[config.mk]
export PLATFORM = sky130hd
export DESIGN_NAME = irq_tick_gen
export DESIGN_NICKNAME = d
export VERILOG_FILES = /design/src/rtl/irq_tick_pkg.sv /design/src/rtl/tick_chan.sv /design/src/rtl/irq_tick_gen.sv
export SDC_FILE = /design/constraint.sdc
export NUM_CORES = 1
export LEC_CHECK = 0
export CELL_PAD_IN_SITES_DETAIL_PLACEMENT = 1
export CELL_PAD_IN_SITES_GLOBAL_PLACEMENT = 2
export CORE_UTILIZATION = 37
export CTS_CLUSTER_DIAMETER = 50
export DETAILED_ROUTE_END_ITERATION = 10
export HOLD_SLACK_MARGIN = 0.12
export PLACE_DENSITY = 0.9
export SLEW_MARGIN = 20
export SYNTH_ARGS = -nofsm -noshare
export SYNTH_HDL_FRONTEND = slang
export SYNTH_SLANG_ARGS = --single-unit
export TNS_END_PERCENT = 10
[constraint.sdc]
create_clock -name clk_in -period 5 [get_ports clk_in]
set_clock_uncertainty 0.05 [all_clocks]
set_input_delay 1 -clock clk_in [delete_from_list [all_inputs] [get_ports clk_in]]
set_output_delay 1 -clock clk_in [all_outputs]
set_load 0.05 [all_outputs]
[src/rtl/irq_tick_pkg.sv]
// rtl/irq_tick_pkg.sv - shared channel-state encoding and mode constants for irq_tick_gen
package irq_tick_pkg;

  typedef enum logic [1:0] {
    IDLE = 2'd0,
    RUN  = 2'd1,
    DONE = 2'd2
  } chan_state_e;

  localparam logic PERIODIC = 1'b0;
  localparam logic ONESHOT  = 1'b1;

  // Channel-select width; a single channel still gets a 1-bit select
  function automatic int unsigned sel_width(input int unsigned n);
    return (n > 1) ? $clog2(n) : 1;
  endfunction

endpackage

[src/rtl/tick_chan.sv]
// rtl/tick_chan.sv - one tick channel: period register, counter, IDLE/RUN/DONE state, tick and pending
module tick_chan
  import irq_tick_pkg::*;
#(
  parameter int W = 32
) (
  input  logic         clk_in,
  input  logic         RESET,
  input  logic         enable,
  input  logic         oneshot,
  input  logic         wr,
  input  logic [W-1:0] wr_data,
  input  logic         ack,
  output logic         tick,
  output logic         pending,
  output logic         running
);

  chan_state_e  state;
  logic [W-1:0] period;
  logic [W-1:0] cnt;
  logic [W-1:0] period_m1;

  assign period_m1 = period - W'(1);

  always_ff @(posedge clk_in) begin
    if (!RESET) begin
      state   <= IDLE;
      period  <= '0;
      cnt     <= '0;
      tick    <= 1'b0;
      pending <= 1'b0;
      running <= 1'b0;
    end else begin
      tick    <= 1'b0;
      pending <= pending & ~ack;
      if (wr) period <= wr_data;

      case (state)
        IDLE: begin
          cnt <= '0;
          // The start edge is itself enabled edge 1, so it is counted here
          if (enable && !wr && period != '0) begin
            if (period_m1 == '0) begin
              tick    <= 1'b1;
              pending <= 1'b1;
              if (oneshot == ONESHOT) begin
                state   <= DONE;
                running <= 1'b0;
              end else begin
                state   <= RUN;
                running <= 1'b1;
              end
            end else begin
              cnt     <= W'(1);
              state   <= RUN;
              running <= 1'b1;
            end
          end
        end

        RUN: begin
          if (!enable) begin
            state   <= IDLE;
            cnt     <= '0;
            running <= 1'b0;
          end else if (wr) begin
            cnt <= '0;
            if (wr_data == '0) begin
              state   <= IDLE;
              running <= 1'b0;
            end
          end else if (cnt == period_m1) begin
            cnt     <= '0;
            tick    <= 1'b1;
            pending <= 1'b1;
            if (oneshot == ONESHOT) begin
              state   <= DONE;
              running <= 1'b0;
            end
          end else begin
            cnt <= cnt + W'(1);
          end
        end

        DONE: begin
          cnt <= '0;
          if (!enable) state <= IDLE;
        end

        default: begin
          state   <= IDLE;
          cnt     <= '0;
          running <= 1'b0;
        end
      endcase
    end
  end

endmodule

[src/rtl/irq_tick_gen.sv]
// rtl/irq_tick_gen.sv - NCH independent periodic/one-shot tick channels with a masked interrupt
module irq_tick_gen
  import irq_tick_pkg::*;
#(
  parameter  int NCH = 4,
  parameter  int W   = 32,
  localparam int CW  = sel_width(NCH)
) (
  input  logic           clk_in,
  input  logic           RESET,
  input  logic [NCH-1:0] enable,
  input  logic [NCH-1:0] oneshot,
  input  logic           wr_en,
  input  logic [CW-1:0]  wr_ch,
  input  logic [W-1:0]   wr_data,
  input  logic [NCH-1:0] ack,
  input  logic [NCH-1:0] irq_mask,
  output logic [NCH-1:0] tick,
  output logic [NCH-1:0] pending,
  output logic [NCH-1:0] running,
  output logic           irq_out
);

  logic [NCH-1:0] wr_hit;

  // Out-of-range channel numbers match no channel and are dropped
  for (genvar i = 0; i < NCH; i++) begin : g_chan
    assign wr_hit[i] = wr_en && (wr_ch == CW'(i));

    tick_chan #(.W(W)) u_chan (
      .clk_in  (clk_in),
      .RESET   (RESET),
      .enable  (enable[i]),
      .oneshot (oneshot[i]),
      .wr      (wr_hit[i]),
      .wr_data (wr_data),
      .ack     (ack[i]),
      .tick    (tick[i]),
      .pending (pending[i]),
      .running (running[i])
    );
  end

  assign irq_out = |(pending & irq_mask);

endmodule
Word level (Yosys, flattened, before mapping)
Index checks and enable logic that the tools add are counted.
{"block": "totals", "regBits": 276, "latch_bits": 0, "ramBits": 0, "mem_bits_ro": 0, "in_bits": 53, "out_inout_bits": 13, "word_cells": 261, "mem_count": 0}
{"block": "classes", "addsub": 8, "n_mul": 0, "div_mod_pow": 0, "order_cmp": 0, "n_eq_ne": 35, "shifts": 0, "muxes": 142, "bitwise_logic": 13, "reduce_logical": 39}
{"op": "$mux 32", "count": 16}
{"op": "$pmux 32 s2", "count": 4}
{"op": "$logic_not 32->1", "count": 5}
{"op": "$add 32x1->32 const B", "count": 4}
{"op": "$eq 32x32->1", "count": 4}
{"op": "$reduce_bool 32->1", "count": 4}
{"op": "$sub 32x1->32 const B", "count": 4}
{"op": "$mux 1", "count": 73}
{"op": "$mux 2", "count": 33}
{"op": "$reduce_and 5->1", "count": 8}
{"op": "$pmux 2 s3", "count": 4}
{"op": "$ne 4x2->1 const B", "count": 4}
{"op": "$ne 4x3->1 const B", "count": 4}
{"op": "$ne 4x4->1 const B", "count": 4}
{"op": "$pmux 1 s2", "count": 8}
{"op": "$eq 2x2->1 const B", "count": 6}
{"op": "$logic_and 1x1->1", "count": 12}
{"op": "$pmux 1 s3", "count": 4}
{"op": "$eq 2x1->1 const B", "count": 5}
{"op": "$logic_not 2->1", "count": 5}
{"op": "$ne 2x1->1 const B", "count": 4}
{"op": "$ne 2x2->1 const B", "count": 4}
{"op": "$not 1->1", "count": 8}
{"op": "$and 1x1->1", "count": 4}
{"op": "other kinds (3)", "count": 6}

Depth between registers and ports, before layout
{"block": "depth", "depth_word": 7, "ltp_mapped": 15}

By module
From an unflattened synthesis, not the netlist that was laid out.
{"block": "unflattened", "cells_unflattened": 2252, "area_unflattened_um2": 18220.0}
{"mod": "tick_chan at g_chan[0].u_chan ...", "n_inst": 2, "cells_each": 559, "area_per_inst_um2": 4519.3}
{"mod": "tick_chan at g_chan[2].u_chan", "n_inst": 1, "cells_each": 576, "area_per_inst_um2": 4626.9}
{"mod": "tick_chan at g_chan[3].u_chan", "n_inst": 1, "cells_each": 550, "area_per_inst_um2": 4500.6}
{"mod": "irq_tick_gen", "n_inst": 1, "cells_each": 8, "area_per_inst_um2": 53.8}

Worst setup path before layout
No wires, ideal clock.
{"block": "synth_path", "path_type": "register -> register", "start": "register g_chan[1].u_chan.period[2]", "end": "register g_chan[1].u_chan.state[0]", "setup_time_ns": 0.119, "arrival_ns": 3.424, "path_slack_ns": 1.408, "path_stages_with_launch": 13, "n_path_buf": 3, "synth_period_minus_slack_ns": 3.592, "path_cell_list": "dfxtp_1 -> clkbuf_1 -> or4_1 -> buf_2 -> or4_1 -> clkbuf_1 -> nor3b_1 -> xnor2_1 -> nor2_1 -> or4_1 -> nor4_1 -> o21ai_1 -> o221a_2"}
{"block": "synth_via", "elab_chain_cells": 5, "word_cells_on_any_way": 11, "cone_classes": "1 x add/sub; 3 x eq/ne; 3 x mux; 4 x reduce/logical"}
{"item": "from (decl)", "line_no": "tick_chan.sv:20", "source": "logic [W-1:0] period;"}
{"item": "from (signal assigned)", "line_no": "tick_chan.sv:37", "source": "if (wr) period <= wr_data;"}
{"item": "$sub 32x1->32", "line_no": "tick_chan.sv:24", "source": "assign period_m1 = period - W'(1);"}
{"item": "$logic_not 32->1", "line_no": "tick_chan.sv:44", "source": "if (period_m1 == '0) begin"}
{"item": "$mux 2", "line_no": "tick_chan.sv:44"}
{"item": "$mux 2", "line_no": "tick_chan.sv:43", "source": "if (enable && !wr && period != '0) begin"}
{"item": "$pmux 2 s3", "line_no": "tick_chan.sv:39", "source": "case (state)"}
{"item": "to (signal assigned)", "line_no": "tick_chan.sv:48", "source": "state <= DONE;"}
{"item": "to (signal assigned)", "line_no": "tick_chan.sv:51", "source": "state <= RUN;"}
{"item": "to (signal assigned)", "line_no": "tick_chan.sv:56", "source": "state <= RUN;"}
{"item": "to (decl)", "line_no": "tick_chan.sv:19", "source": "chan_state_e state;"}
Parallel ways exist; a longest one is shown, timed or not. The select of a mux whose other input is x is not followed.
A chain may end at the register's enable or synchronous reset.

Worst setup path after layout
{"block": "layout_path", "start": "register g_chan[2].u_chan.period[4]", "end": "register g_chan[2].u_chan.cnt[0]"}
{"block": "layout_via", "elab_chain_cells": 6, "word_cells_on_any_way": 11, "cone_classes": "1 x add/sub; 1 x eq/ne; 6 x mux; 3 x reduce/logical"}
{"item": "from (decl)", "line_no": "tick_chan.sv:20"}
{"item": "from (signal assigned)", "line_no": "tick_chan.sv:37"}
{"item": "$sub 32x1->32", "line_no": "tick_chan.sv:24"}
{"item": "$eq 32x32->1", "line_no": "tick_chan.sv:73", "source": "end else if (cnt == period_m1) begin"}
{"item": "$mux 32", "line_no": "tick_chan.sv:73"}
{"item": "$mux 32", "line_no": "tick_chan.sv:67", "source": "end else if (wr) begin"}
{"item": "$mux 32", "line_no": "tick_chan.sv:63", "source": "if (!enable) begin"}
{"item": "$pmux 32 s2 *", "line_no": "tick_chan.sv:39"}
{"item": "to (signal assigned)", "line_no": "tick_chan.sv:82", "source": "cnt <= cnt + W'(1);"}
{"item": "to (decl)", "line_no": "tick_chan.sv:21", "source": "logic [W-1:0] cnt;"}
Mark *: on every way between the ends. The rest lies on a longest branch, timed or not.

==> summary.md <==
| Metric | Value |
|---|---|
| First-pass GRT wire length | `91700 um` |
| CP dominant cell by count | `nand4_1` |
| I/O pins | `66` |
| R2r setup slk | `0.75 ns` |
| Hold Buf Count CTS | `0` |
| Post-synthesis compound-gate area fraction | `12.7%` |
| Final cycle utilization of the critical path | `85.0%` |
| Count of final hold-check violations | `0` |
| Post-route DRC | `0` |
| CP Max Fanout | `32` |
| Yosys top cell area share | `32.6%` |
| Initial DRC count | `1127` |
| Gpl congestion | `0.898` |
| PD cells | `334 nW/um^2` |
| Final non-filler cell total | `2847` |
| Commonest cells post-synth | `372 x nand2_1, 276 x dfxtp_1, 230 x nor2_1` |
| Leading area contributor after synthesis | `dfxtp_1` |
| PortBufs | `65` |
| Design area | `19100 sq um` |
| Area share of fa/ha/maj cells after synthesis | `0.886%` |
| Most numerous cell in the Yosys netlist | `nand2_1` |
| Initial Utilization | `37.4%` |
| Global Route Usage Sum | `24.4%` |
| WS Path Type | `reg2reg` |
| Xor/xnor cell area share of the yosys netlist | `17.0%` |
| RSZ-0062 raised after global routing | `false` |
| Post-CTS setup buffer count | `0` |
| Post_cts resized | `0` |
| Drt pass-1 iters | `7` |
| Placed cell count | `2778` |
| # clock sinks | `276` |
| Worst slew pin tran | `0.984 ns` |
| Max Root-Sink Buffers | `3` |
| Placed Instance Area | `17900 sq um` |
| Status | `finished, final reports clean` |
| YS warnings | `0` |
| Setup crit end kind | `register` |
| Top post-synthesis cells by area | `dfxtp_1 33%, xnor2_1 9.4%, nand2_1 8.2%, xor2_1 6.7%, nor2_1 5.1%` |
| Fill count | `5577` |
| Ys async rst share | `0%` |
| Worst min-delay path class | `reg2reg` |
| Number of global-route vias before repair | `16494` |
| Die Y | `216 um` |
| Netlist cell types | `82` |
| Syn Std Cell Area | `16900 sq um` |
| Minimum clock period | `4.25 ns` |
| Largest net degree at the start of global routing | `60` |
| Row count | `78` |
| Fmax achieved | `0.235 GHz` |
| Core box area | `45300 sq um` |
| Critical path, cell by cell | `nor3_1 -> nand4_1 -> nor2_1 -> xnor2_1 -> a2111o_1 -> a2111oi_0 -> nand3_1 -> nand4_1 -> buf_4 -> o32ai_1` |
| Synth Net Count | `2311` |
| DP HPWL | `42800 um` |
| Initial antenna violation count | `3` |
| Vias/cell | `5.73` |
| Maxcap violations | `0` |
| CP bufs+invs | `1` |
| Critical path launch point type | `register` |
| Wire per inst | `20.1 um` |
| Antenna viol nets, final | `0` |
| Simple-gate share of the synthesized area | `31.2%` |
| Die area | `46700 sq um` |
| Multi-input logic area | `10600 sq um` |
| Reg area | `5530 sq um` |
| Clock Latency Late Sink | `0.57 ns` |
| Leak | `6.54 nW` |
| CP max-delay cell | `a2111oi_0` |
| Synth Instances | `2246` |
| Relative slew slack | `32.7%` |
| WL final | `57400 um` |
| Post-synthesis mux area share | `0.480%` |
| Area Growth Syn to Fin | `12.9%` |
| CTS root buf | `clkbuf_16` |
| CP peak stage delay | `0.78 ns` |
| Largest family of logic cells by synthesized area | `simple AND/OR/NAND/NOR gates` |
| CTS tree | `done` |
| Clock transition at the registers of the reported paths | `0.05 ns` |
| Seq/Total Area, Yosys | `32.6%` |
| WP data arrival | `4.63 ns` |
| Most common flop cell mapped by yosys | `dfxtp_1` |
| Total number of vias | `16303` |
| Endpoints failing setup | `0` |
| VDD IR-drop max | `244 uV` |
| Num CTS Buffers | `39` |
| Max Slew Vio Count | `0` |
| GR Overflow Total | `0` |
| H-tree levels | `2` |
| EDFF count, synth | `0` |
| Die width | `216 um` |
| Syn_area_per_cell | `7.55 sq um` |
| Sum Neg Setup Slack | `0 ns` |
| Critical path data required time | `5.38 ns` |
| Layout cells sized above 1 | `5.92%` |
| Synthesized flop and latch total | `276` |
| CP delay by family, top | `simple AND/OR/NAND/NOR gates` |
| Nets | `2284` |
==> metal layers <==
| layer | GRT usage (%) | wire, um |
|---|---|---|
| met1 | 33.3 | 26800 |
| met2 | 39.5 | 26200 |
| met3 | 4.06 | 3190 |
| met4 | 6.71 | 1190 |
| met5 | 0 | 24 |
==> cells by family after synthesis <==
kind of cell | Yosys count
and+or+nand+nor | 1080
AOI/OAI and AO/OA | 344
xor gates and xnor gates | 318
DFF | 276
buffers and inverters | 208
adders and majority gates | 12
muxes | 8
==> stage by stage <==
step / hold slack (ns) / setup WS, ns / power, mW / utilization [%]
CTS: 0.421 / 0.831 / 6.43 / 42.3
finish: 0.417 / 0.748 / 6.39 / 42.3
detailed placement: 0.408 / 0.867 / 3.69 / 39.5
global route: 0.457 / 0.420 / 6.67 / 42.3
global placement: 0.403 / 0.910 / 3.66 / 39.5
floorplan: 0.388 / 1.41 / 3.32 / -
==> worst paths after layout <==
| check | end | startpoint | cells after the start |
|---|---|---|---|
| worst max-delay path | g_chan[2].u_chan.cnt[0] | g_chan[2].u_chan.period[4] | 10 |
| worst min-delay path | g_chan[1].u_chan.running | g_chan[1].u_chan.running | 2 |
| worst max register to register | g_chan[2].u_chan.cnt[0] | g_chan[2].u_chan.period[4] | 10 |
| worst min register to register | g_chan[1].u_chan.running | g_chan[1].u_chan.running | 2 |
==> area by class of cell <==
type | instances | area share [%]
multi-input cells | 1762 | 55.2
flip-flops and latches | 276 | 28.9
repair buffers | 98 | 4.69
inverters | 42 | 0.837
well taps | 600 | 3.92
clock buffers | 52 | 5.72
diodes | 1 | 0.0131
clock inverters | 16 | 0.765
==> layout by cell type (no fill, tap or decap), types with 13 or more instances in the layout <==
cell	count
dfxtp_1	276
nand4_1	52
a21oi_1	156
nor4_1	77
xnor2_1	182
nand2_1	372
nor3_1	61
a31oi_1	22
clkdlybuf4s50_1	65
nor2_1	229
nand3_1	80
inv_1	41
or4_1	31
and3_1	41
clkbuf_16	39
and4_1	13
nor4b_1	13
nand2b_1	17
or3_1	26
buf_4	33
o21ai_0	46
xor2_1	129
nor3b_1	13
o31ai_1	13
==> report_power, final <==
part           internal (mW)  switching [mW]
Clock                   1.60            1.11
Combinational          0.507           0.759
Sequential              2.27           0.138
==> worst register-to-register path: cells and delay by family (launching register included) <==
kind | cells | cell delay [ns]
AOI/OAI and AO/OA | 3 | 1.34
xor gates and xnor gates | 1 | 0.12
buffers and inverters | 1 | 0.32
DFF | 1 | 0.40
and+or+nand+nor | 5 | 1.88
==> flip-flops by register name, summed over array words and instances, names as in the netlist <==
name,cells
g_chan.u_chan.cnt,128
g_chan.u_chan.pending,4
g_chan.u_chan.period,128
g_chan.u_chan.running,4
g_chan.u_chan.state,8
g_chan.u_chan.tick,4
Note: power is estimated with default switching activity, not from simulation.
